## src/rtl/mult_float_pipelined.sv

```systemverilog
// Three-stage pipelined floating-point multiplier (decode/multiply, normalise/round, pack).
// Subnormal inputs flush to zero; all stages advance together under a single global stall.
module mult_float_pipelined #(
    parameter int EXP_W = 5,
    parameter int MAN_W = 10
) (
    input  logic                   i_Clk,
    input  logic                   i_Rst_n,
    input  logic                   i_Flush,
    input  logic                   i_Valid,
    output logic                   o_Ready,
    input  logic [EXP_W+MAN_W:0]   i_Factor1,
    input  logic [EXP_W+MAN_W:0]   i_Factor2,
    input  logic                   i_RoundMode,
    output logic                   o_Valid,
    input  logic                   i_Ready,
    output logic [EXP_W+MAN_W:0]   o_Product,
    output logic [3:0]             o_Flags,
    output logic                   o_Exception
);
    localparam int W  = 1 + EXP_W + MAN_W;
    localparam int PW = 2 * MAN_W + 2;
    localparam int EW = EXP_W + 2;
    localparam logic signed [EW-1:0] BIAS_E = EW'(2 ** (EXP_W - 1) - 1);
    localparam logic signed [EW-1:0] EMAX_E = EW'(2 ** EXP_W - 1);
    localparam logic signed [EW-1:0] ONE_E  = EW'(1);
    localparam logic signed [EW-1:0] ZERO_E = EW'(0);
    localparam logic [W-1:0] QNAN = {1'b0, {EXP_W{1'b1}}, 1'b1, {(MAN_W-1){1'b0}}};

    logic advance;

    logic [EXP_W-1:0] a_exp, b_exp;
    logic [MAN_W-1:0] a_frac, b_frac;
    logic a_zero, b_zero, a_max, b_max, a_nan, b_nan, a_inf, b_inf, sign_ab;

    logic [MAN_W-1:0]     frac_n;
    logic [MAN_W:0]       frac_r;
    logic signed [EW-1:0] exp_n;
    logic                 guard, sticky, round_up;

    logic                 v1_q, v1_d, sign1_q, sign1_d, rmode1_q, rmode1_d;
    logic [PW-1:0]        prod1_q, prod1_d;
    logic signed [EW-1:0] exp1_q, exp1_d;
    logic                 spec1_q, spec1_d, spec_inv1_q, spec_inv1_d;
    logic [W-1:0]         spec_val1_q, spec_val1_d;

    logic                 v2_q, v2_d, sign2_q, sign2_d, inexact2_q, inexact2_d;
    logic [MAN_W-1:0]     frac2_q, frac2_d;
    logic signed [EW-1:0] exp2_q, exp2_d;
    logic                 spec2_q, spec2_d, spec_inv2_q, spec_inv2_d;
    logic [W-1:0]         spec_val2_q, spec_val2_d;

    logic                 v3_q, v3_d, exc3_q, exc3_d;
    logic [W-1:0]         prod3_q, prod3_d;
    logic [3:0]           flags3_q, flags3_d;

    always_comb begin
        advance = ~v3_q | i_Ready;

        a_exp   = i_Factor1[W-2:MAN_W];
        b_exp   = i_Factor2[W-2:MAN_W];
        a_frac  = i_Factor1[MAN_W-1:0];
        b_frac  = i_Factor2[MAN_W-1:0];
        a_zero  = (a_exp == '0);
        b_zero  = (b_exp == '0);
        a_max   = &a_exp;
        b_max   = &b_exp;
        a_nan   = a_max & (|a_frac);
        b_nan   = b_max & (|b_frac);
        a_inf   = a_max & ~(|a_frac);
        b_inf   = b_max & ~(|b_frac);
        sign_ab = i_Factor1[W-1] ^ i_Factor2[W-1];

        // Product MSB set means significand in [2,4): take one bit higher and bump the exponent.
        if (prod1_q[PW-1]) begin
            frac_n = prod1_q[PW-2:MAN_W+1];
            guard  = prod1_q[MAN_W];
            sticky = |prod1_q[MAN_W-1:0];
            exp_n  = exp1_q + ONE_E;
        end else begin
            frac_n = prod1_q[PW-3:MAN_W];
            guard  = prod1_q[MAN_W-1];
            sticky = |prod1_q[MAN_W-2:0];
            exp_n  = exp1_q;
        end
        round_up = rmode1_q & guard & (sticky | frac_n[0]);
        frac_r   = {1'b0, frac_n} + {{MAN_W{1'b0}}, round_up};

        v1_d = v1_q; sign1_d = sign1_q; rmode1_d = rmode1_q; prod1_d = prod1_q; exp1_d = exp1_q;
        spec1_d = spec1_q; spec_inv1_d = spec_inv1_q; spec_val1_d = spec_val1_q;
        v2_d = v2_q; sign2_d = sign2_q; inexact2_d = inexact2_q; frac2_d = frac2_q; exp2_d = exp2_q;
        spec2_d = spec2_q; spec_inv2_d = spec_inv2_q; spec_val2_d = spec_val2_q;
        v3_d = v3_q; prod3_d = prod3_q; flags3_d = flags3_q; exc3_d = exc3_q;

        if (advance) begin
            v1_d        = i_Valid;
            sign1_d     = sign_ab;
            rmode1_d    = i_RoundMode;
            prod1_d     = {1'b1, a_frac} * {1'b1, b_frac};
            exp1_d      = $signed({2'b00, a_exp}) + $signed({2'b00, b_exp}) - BIAS_E;
            spec_inv1_d = a_nan | b_nan | (a_inf & b_zero) | (b_inf & a_zero);
            spec1_d     = a_max | b_max | a_zero | b_zero;
            if (spec_inv1_d)
                spec_val1_d = QNAN;
            else if (a_inf | b_inf)
                spec_val1_d = {sign_ab, {EXP_W{1'b1}}, {MAN_W{1'b0}}};
            else
                spec_val1_d = {sign_ab, {(W-1){1'b0}}};

            v2_d        = v1_q;
            sign2_d     = sign1_q;
            inexact2_d  = guard | sticky;
            frac2_d     = frac_r[MAN_W-1:0];
            exp2_d      = exp_n + (frac_r[MAN_W] ? ONE_E : ZERO_E);
            spec2_d     = spec1_q;
            spec_inv2_d = spec_inv1_q;
            spec_val2_d = spec_val1_q;

            v3_d = v2_q;
            if (spec2_q) begin
                prod3_d  = spec_val2_q;
                flags3_d = {spec_inv2_q, 3'b000};
            end else if (exp2_q >= EMAX_E) begin
                prod3_d  = {sign2_q, {EXP_W{1'b1}}, {MAN_W{1'b0}}};
                flags3_d = 4'b0101;
            end else if (exp2_q <= ZERO_E) begin
                prod3_d  = {sign2_q, {(W-1){1'b0}}};
                flags3_d = 4'b0011;
            end else begin
                prod3_d  = {sign2_q, exp2_q[EXP_W-1:0], frac2_q};
                flags3_d = {3'b000, inexact2_q};
            end
            exc3_d = |flags3_d[3:1];
        end

        if (i_Flush) begin
            v1_d = 1'b0;
            v2_d = 1'b0;
            v3_d = 1'b0;
        end
    end

    always_ff @(posedge i_Clk or negedge i_Rst_n) begin
        if (!i_Rst_n) begin
            v1_q <= '0; sign1_q <= '0; rmode1_q <= '0; prod1_q <= '0; exp1_q <= '0;
            spec1_q <= '0; spec_inv1_q <= '0; spec_val1_q <= '0;
            v2_q <= '0; sign2_q <= '0; inexact2_q <= '0; frac2_q <= '0; exp2_q <= '0;
            spec2_q <= '0; spec_inv2_q <= '0; spec_val2_q <= '0;
            v3_q <= '0; prod3_q <= '0; flags3_q <= '0; exc3_q <= '0;
        end else begin
            v1_q <= v1_d; sign1_q <= sign1_d; rmode1_q <= rmode1_d; prod1_q <= prod1_d; exp1_q <= exp1_d;
            spec1_q <= spec1_d; spec_inv1_q <= spec_inv1_d; spec_val1_q <= spec_val1_d;
            v2_q <= v2_d; sign2_q <= sign2_d; inexact2_q <= inexact2_d; frac2_q <= frac2_d; exp2_q <= exp2_d;
            spec2_q <= spec2_d; spec_inv2_q <= spec_inv2_d; spec_val2_q <= spec_val2_d;
            v3_q <= v3_d; prod3_q <= prod3_d; flags3_q <= flags3_d; exc3_q <= exc3_d;
        end
    end

    assign o_Ready     = advance;
    assign o_Valid     = v3_q;
    assign o_Product   = prod3_q;
    assign o_Flags     = flags3_q;
    assign o_Exception = exc3_q;
endmodule

```

## config.mk

```make
export PLATFORM = sky130hd
export DESIGN_NAME = mult_float_pipelined
export DESIGN_NICKNAME = d
export VERILOG_FILES = /design/src/rtl/mult_float_pipelined.sv
export SDC_FILE = /design/constraint.sdc
export NUM_CORES = 1
export LEC_CHECK = 0
export CELL_PAD_IN_SITES_DETAIL_PLACEMENT = 1
export CELL_PAD_IN_SITES_GLOBAL_PLACEMENT = 1
export CORE_UTILIZATION = 46
export CTS_CLUSTER_DIAMETER = 120
export CTS_CLUSTER_SIZE = 30
export DETAILED_ROUTE_END_ITERATION = 7
export PLACE_DENSITY = 0.89
export SYNTH_ARGS = -nofsm -noshare
export SYNTH_HDL_FRONTEND = slang
export SYNTH_SLANG_ARGS = --single-unit
export TNS_END_PERCENT = 100
```

## constraint.sdc

```tcl
create_clock -name i_Clk -period 3.8 [get_ports i_Clk]
set_input_delay 0.57 -clock i_Clk [delete_from_list [all_inputs] [get_ports i_Clk]]
set_output_delay 0.57 -clock i_Clk [all_outputs]
set_load 0.02 [all_outputs]
```

Word-level counts from Yosys, hierarchy flattened:

Index checks and enable logic that the tools add are counted.

* flip-flop bits (word level): 110
* word-level logic and storage cells: 80

* $add $sub $neg: 5
* $mul: 1
* magnitude comparators: 2
* muxes and demuxes: 20
* bitwise operators: 22
* reductions and logical operators: 10

Operators with widths (count)
* 15-bit two-way mux: 3
* 16-bit two-way mux: 2
* 10-bit OR reduction: 3
* 11-bit by 11-bit multiplier with 22-bit output: 1
* 10-bit by 1-bit adder with 11-bit output: 1
* 5-bit zero test: 2
* 10-bit two-way mux: 1
* 1-bit OR: 10
* 5-bit AND reduction: 2
* 1-bit two-way mux: 9
* 9-bit OR reduction: 1
* 1-bit AND: 8
* 4-bit two-way mux: 2
* 7-bit by 2-bit adder with 7-bit output: 1
* 7-bit by 2-bit adder with 7-bit output (second input constant): 1
* 7-bit by 6-bit greater-or-equal comparator with 1-bit output (second input constant): 1
* 7-bit by 1-bit less-or-equal comparator with 1-bit output (second input constant): 1
* 7-bit two-way mux: 1
* 6-bit by 4-bit subtractor with 7-bit output (second input constant): 1
* 5-bit by 5-bit adder with 6-bit output: 1
* 3-bit two-way mux: 1
* 1-bit inverter: 3
* 3-bit OR reduction: 1
* 2-bit two-way mux: 1
* 2 further kinds: 2

Logic depth before layout (Yosys ltp):

* word-level depth: 7
* gate-level depth with buffers: 20
* depth with buffers taken out: 18

Worst setup path after synthesis:

OpenSTA, ideal clock, no wires.

* path kind: input-to-reg
* start point: input port i_Factor1[2]
* end point: register prod1_q[21]
* setup time: 0.133 ns
* arrival: 4.907 ns
* data required time: 3.667 ns
* path slack: -1.240 ns
* stages on the path: 18
* path buffers: 2
* path through: clkbuf_1 > inv_1 > fa_1 > inv_1 > fa_1 > fa_1 > fa_1 > inv_1 > fa_1 > inv_1 > ha_1 > clkbuf_1 > and4_1 > and3_1 > a311oi_1 > nand3_1 > xnor2_1 > o21ai_0

* word-level cells in the longest chain between the ends: 1

Ends and longest elaborated chain
* start, declared: RTL line 12 `input logic [EXP_W+MAN_W:0] i_Factor1,`
* 11-bit by 11-bit multiplier with 22-bit output: RTL line 99 `prod1_d = {1'b1, a_frac} * {1'b1, b_frac};`
* end signal, assigned: RTL line 151 `v1_q <= v1_d; sign1_q <= sign1_d; rmode1_q <= rmode1_d; prod1_q <= prod1_d; exp1_q <= exp1_d;`
* end, declared: RTL line 42 `logic [PW-1:0] prod1_q, prod1_d;`

Every way passes these cells.
A chain may end at the register's enable or synchronous reset.

Worst setup path after layout:

* start point: input port i_Factor2[4]
* end point: register prod1_q[20]

* word-level cells in the longest chain between the ends: 1

Ends and longest elaborated chain
* start, declared: RTL line 13 `input logic [EXP_W+MAN_W:0] i_Factor2,`
* 11-bit by 11-bit multiplier with 22-bit output: RTL line 99

Every way passes these cells.

==> reports/metrics.csv <==
metric,value,unit
outcome,"finished, violations left",
failing checks,setup timing,
Die Y,134.5,microns
cell area after synthesis,8078,sq um
Required @ worst endpoint,3.97,ns
GP Congestion,0.8878,
total wire length,32930,microns
Max Freq,0.1975,GHz
number of synthesized flops with an enable pin,0,
CTS tree,done,
Finished Core Util,63.24,%
die area,18090,sq um
routed vias,7917,
final slew viol count,0,
core area,17240,sq um
H-tree Lvls,3,
CTS Root Cell,clkbuf_16,
Worst-Margin Slew,1.036,ns
"commonest non-fill, non-tap cell in the layout",nand2_1,
register area share after synthesis,25.40,%
HPWL Detailed,18970,microns
Final Cycle Share,133.2,%
ys async rst share,100.0,%
I/O pin count,61,
"Reg clk slew, reported paths",0.06,ns
initial antenna violation count,0,
CP cell instances,"buf_6, buf_8, buf_6, inv_4, buf_4, nor2_1, ha_1, inv_1, fa_1, inv_1, fa_1, fa_1, ha_1, ha_4, buf_4, nand2_1, o211ai_1, o21bai_1, o211ai_1, xnor2_1, o21ai_1",
VDD IR max,0.0006047,V
setup TNS,-14.38,ns
Crit Path Category,in -> reg,
Initial Util,46.86,%
post-route ant nets,0,
grt total ovfl,0,
Mapped Cells,937,
Clock Skews,0.01045,ns
Leak,5.104,nW
fin worst setup slack,-1.262,ns
minimum clock period,5.062,ns
Post-CTS Hold Fix Bufs,0,
Syn-to-layout area delta,34.94,%
Synth warnings,0,
final setup vio count,16,
busiest grt layer,met2,
syn_area_per_cell,8.621,sq um
Post-Syn Nets,1129,
hold crit path type,in -> async,
pwr/cell area,1034,nW/um^2
Antenna Diode Count,0,
RSZ-0062 raised after global routing,true,
Most common cell on crit path,fa_1,
std cell rows,48,
Routed WL per cell,24.97,microns
I/O Buffers,60,
drt first pass iters,5,
die width,134.5,microns
Max-Cap Viols,0,
vias in the first global route,8559,
final hold violations,0,
DRT iter0 DRCs,476,
Layout Nets,1281,
Vias/cell,6.002,
layout cells sized above 1,28.24,%
Netlist cell types,57,
# clock sinks,82,
clock tree buffer depth,2,
CP endpoint kind,flip-flop,
worst skew pair latency,0.34,ns
footprint of the multi-input gates,6138,sq um
Yosys reg bits,82,
Fill cells,1898,
Tot GR Track Use,31.36,%
"commonest cells after routing, fill and taps aside","159 x nand2_1, 104 x buf_4, 87 x inv_1",
worst-path fanout max,8,
Worst Setup Start Kind,input port,
largest net degree at the start of global routing,93,
critical path arrival,5.23,ns
Slew headroom,30.91,%
global-route wire length before repair,43670,microns
M1 GR Usage,33.77,%
Register Area,2052,sq um
met3 Resource Use GR,3.716,%
drt drc,0,
grt met2 use,58.52,%
crit-path max cell delay,0.56,ns
Synth Flop Type,dfrtp_1,
slowest CP cell,fa_1,
CTS Buf Count,9,
[routing by layer]
layer  vias up  routed length, microns
met3       201                    1900
met1      3914                   11580
met5         -                       0
li1       3351                       -
met4         0                    2695
met2       451                   16760
[registers in the layout (all words and copies together), names as in the netlist, 3 cells and up]
name,count
exp2_q,7
spec_val1_q,3
o_Flags,4
exp1_q,7
o_Product,16
prod1_q,22
spec_val2_q,3
frac2_q,10
[per-stage QoR]
| step | cells | worst slack, ns | area, sq um | hold slack (ns) | total power [W] |
|---|---|---|---|---|---|
| after floorplan | 937 | -0.7888 | 8597 | 0.2744 | 0.005540 |
| after CTS | 1312 | -0.9073 | 10590 | 0.4525 | 0.009252 |
| final | 1319 | -1.262 | 10900 | 0.3898 | 0.01127 |
| after detailed placement | 1268 | -1.710 | 9776 | 0.4562 | 0.007560 |
| after global routing | 1319 | -1.288 | 10900 | 0.4948 | 0.01170 |
| after global placement | 1268 | -1.520 | 9776 | 0.4524 | 0.007087 |
[final cells by class]
class	count	area share, %
Multi-Input combinational cell	686	56.31
Sequential cell	82	18.82
Timing Repair Buffer	188	15.29
Inverter	122	4.408
Tap cell	225	2.583
Clock buffer	11	2.227
Clock inverter	5	0.3558
[report_power, final]
group | internal (W) | switching [W]
logic | 0.00396 | 0.00498
clock network | 0.000464 | 0.000361
registers | 0.00121 | 0.000290
[worst max-delay path, delay by kind of cell]
family                   cells  cell delay (ns)
XOR/XNOR                     1             0.20
adder cells (fa/ha/maj)      6             2.49
AND/OR/NAND/NOR              2             0.26
AO/OA/AOI/OAI                4             0.83
buffers and inverters        8             0.86
[final timing paths]
path,depth (start not counted),from,slack (ns),to
hold / removal,1,i_Rst_n,0.39,o_Product[11]$_DFFE_PN0P_
max in group asynchronous,1,i_Rst_n,2.70,o_Product[3]$_DFFE_PN0P_
setup / recovery,21,i_Factor2[4],-1.26,prod1_q[20]$_DFFE_PN0P_
setup reg to reg,15,prod1_q[3]$_DFFE_PN0P_,0.16,exp2_q[4]$_DFFE_PN0P_
hold reg to reg,2,spec_val2_q[15]$_DFFE_PN0P_,0.47,spec_val2_q[15]$_DFFE_PN0P_
min in group i_Clk,2,spec_val2_q[15]$_DFFE_PN0P_,0.47,spec_val2_q[15]$_DFFE_PN0P_
[kinds of logic (layout without fill, tap and decap cells)]
kind of cell	count (synthesis)	after routing	share of synthesized area [%]
flops	82	82	25.40
xor+xnor	32	32	3.470
buf+inv	169	326	7.977
mux	12	12	1.533
compound gates	150	150	11.49
fa+ha+maj	154	154	31.38
simple gates	338	338	18.74
[cells in the mapped netlist, types with 2 or more instances]
cell	n	area, sq um
dfrtp_1	82	2052
nor4_1	9	56.30
a21oi_1	47	235.2
clkbuf_1	41	153.9
nand3_1	19	95.09
a311oi_1	2	17.52
xnor2_1	21	183.9
a31o_2	3	26.28
and2_1	32	200.2
mux2_2	3	33.78
o31ai_1	3	22.52
a21o_1	8	60.06
or4_1	2	15.01
nand4_1	5	31.28
nand3b_1	2	15.01
or3_1	4	25.02
ha_1	73	913.4
o41ai_1	2	17.52
o21bai_1	2	15.01
nor2b_1	5	31.28
nor2_1	61	229.0
o21a_1	2	15.01
o21ai_0	46	230.2
a221o_1	4	40.04
and4_1	2	17.52
nand2_1	177	664.4
nor3_1	2	10.01
a211oi_1	4	30.03
fa_1	81	1622
o22ai_1	2	12.51
buf_2	2	10.01
buf_1	3	11.26
nand2b_1	3	18.77
xor2_1	11	96.34
a31oi_1	5	31.28
o2111ai_1	2	17.52
and3_1	9	56.30
inv_1	122	457.9
mux2i_1	9	90.09
o211ai_1	7	52.55
a32oi_1	2	17.52
[repair_timing]
action / CTS / global route
resized for setup: 165 / 84
gates cloned: 0 / 0
endpoints found under the setup margin: 17 / 17
hold endpoints to repair: 0 / 0
setup buffers: 28 / 13
pin swaps: 68 / 78
Power figures use the tool's default switching activity.
==> variant (config.mk and constraints unchanged) <==
Register the output `o_Flags` once more, cleared by the reset; this adds one clock of latency there. The other outputs are not delayed to match.
--- a/src/rtl/mult_float_pipelined.sv
+++ b/src/rtl/mult_float_pipelined.sv
@@ -160,5 +160,11 @@
     assign o_Valid     = v3_q;
     assign o_Product   = prod3_q;
-    assign o_Flags     = flags3_q;
+    always_ff @(posedge i_Clk or negedge i_Rst_n) begin
+        if (!i_Rst_n) begin
+            o_Flags <= '0;
+        end else begin
+            o_Flags <= flags3_q;
+        end
+    end
     assign o_Exception = exc3_q;
 endmodule
Behaviour: not the same (a bounded check fails within 4 cycles, from zero or initial values and one cycle with i_Rst_n low).
==> variant against the original RTL <==
  * The flow still finishes with violations (setup timing)
  * Sequential share of layout area grew 1.6 points
  * Sequential power grew 4%
  * Sequential cell count grew 4
  * Final area shrank 3.2%
  * Total power shrank 11%
  * Critical endpoint is now prod1_q[16]$_DFFE_PN0P_
  * Maximum frequency shrank 6.7%
  * Setup slack lost 0.37 ns
  * Area after synthesis shrank 0.15%
  * First-iteration DRC count shrank 8.0%
  * Highest routed layer unchanged
  * Wire length shrank 1.8%
  * Final cell count shrank 3.6%
  * Critical path depth shrank 2
  * Global-route usage grew 0.94 points
  * Largest power group unchanged
==> variant: results <==
export IMPL_status="complete, but fails checks"
export IMPL_violations="setup timing"
export IMPL_synth_common_cells="nand2_1, inv_1, dfrtp_1"
export IMPL_hp_class="reg2reg"
export IMPL_htreeDepth=3
export IMPL_grt_start_max_net_pins=87
export IMPL_setup_viol=16
export IMPL_critPathMaxFanout=6
export IMPL_dr_total_vias=7628
export IMPL_reg2reg_slack_ns=0.36
export IMPL_cts_buffers=9
export IMPL_cp_slowest_stage_delay_ns=0.74
export IMPL_grt_antenna_before_repair=0
export IMPL_ir_drop_uv=494
export IMPL_synth_nets=1095
export IMPL_nFillCells=1910
export IMPL_nNetsFinal=1234
export IMPL_cp_arrival_ns=5.62
export IMPL_grt_util_all_layers=0.323
export IMPL_routabilityCongestion=0.915
export IMPL_drive_above_1_share=0.246
export IMPL_drt_iter0_markers=438
export IMPL_largest_reg_flops=22
export IMPL_relSlewSlack=0.286
export IMPL_setup_slack_ns=-1.63
export IMPL_yosysSeqAreaShare=0.267
export IMPL_grt_pass1_wl_um=44200
export IMPL_wire_per_inst_um=25.4
export IMPL_post_synth_num_cell_types=62
export IMPL_grt_pass1_vias=8507
export IMPL_synth_area_leaders="dfrtp_1, fa_1, ha_1"
export IMPL_r2r_start="prod1_q[4]$_DFFE_PN0P_"
export IMPL_tns_ns=-17.69
export IMPL_cp_startpoint="i_Factor1[2]"
export IMPL_dpl_worst_slack_ns=-1.84
export IMPL_crit_end="prod1_q[16]$_DFFE_PN0P_"
export IMPL_clock_skew_final_ns=0.00955
export IMPL_io_buffer_count=60
export IMPL_leakage_nw=5.00
export IMPL_place_hpwl_um=19500
==> variant: worst reg2reg max path: cells and delay by family (launching register included) <==
| kind | cells | cell delay [ns] |
|---|---|---|
| simple gates | 6 | 1.01 |
| compound gates | 4 | 0.72 |
| flops | 1 | 0.39 |
| xor+xnor | 1 | 0.20 |
| fa+ha+maj | 4 | 0.97 |
==> variant: power breakdown <==
part	internal (mW)	switching, mW	total (mW)
Clock	0.464	0.387	0.851
Sequential	1.26	0.300	1.56
Combinational	3.45	4.20	7.65
Total	5.18	4.88	10.1
==> variant: per-layer routing <==
metal,GRT usage,up-vias,part of all wire
met5,0,-,0
met3,0.0393,232,0.049
li1,-,3219,-
met4,0.237,0,0.10
met2,0.604,386,0.50
met1,0.330,3791,0.35
==> variant: worst min path at each step <==
stage | slack [ns] | end | from | depth (start not counted)
after global placement | 0.36 | o_Flags[2]$_DFF_PN0_ | flags3_q[2]$_DFFE_PN0P_ | 0
after global routing | 0.40 | o_Flags[2]$_DFF_PN0_ | flags3_q[2]$_DFFE_PN0P_ | 0
final | 0.39 | o_Flags[0]$_DFF_PN0_ | flags3_q[0]$_DFFE_PN0P_ | 0
after CTS | 0.38 | o_Flags[0]$_DFF_PN0_ | flags3_q[0]$_DFFE_PN0P_ | 0
after detailed placement | 0.37 | o_Flags[0]$_DFF_PN0_ | flags3_q[0]$_DFFE_PN0P_ | 0
after floorplan | 0.27 | exp1_q[0]$_DFFE_PN0P_ | i_Rst_n | 0
==> variant: logic make-up after synthesis <==
family          after synthesis  share of synthesized area
flops                        86                      0.267
fa+ha+maj                   154                      0.314
xor+xnor                     33                     0.0358
compound gates              150                      0.122
simple gates                311                      0.176
buf+inv                     163                     0.0769
mux                           6                    0.00791
==> variant: stage by stage <==
step                std cells  instance area (µm²)
detailed placement       1235                 9680
CTS                      1269                10300
floorplan                 903                 8460
global placement         1235                 9680
finish                   1272                10600
global route             1272                10600
==> variant: area by class of cell <==
class	instances	area [µm²]	share of cell area
flip-flops and latches	86	2150	0.204
multi-input cells	654	5810	0.550
inverters	119	464	0.0440
well taps	225	282	0.0267
clock buffers	10	239	0.0226
repair buffers	172	1560	0.148
clock inverters	6	46.3	0.00439
==> variant: repair_timing <==
action                                  CTS  global route
endpoints found under the setup margin   17            16
buffers inserted                         18             3
resized for setup                       172            46
pin swaps                                49            38
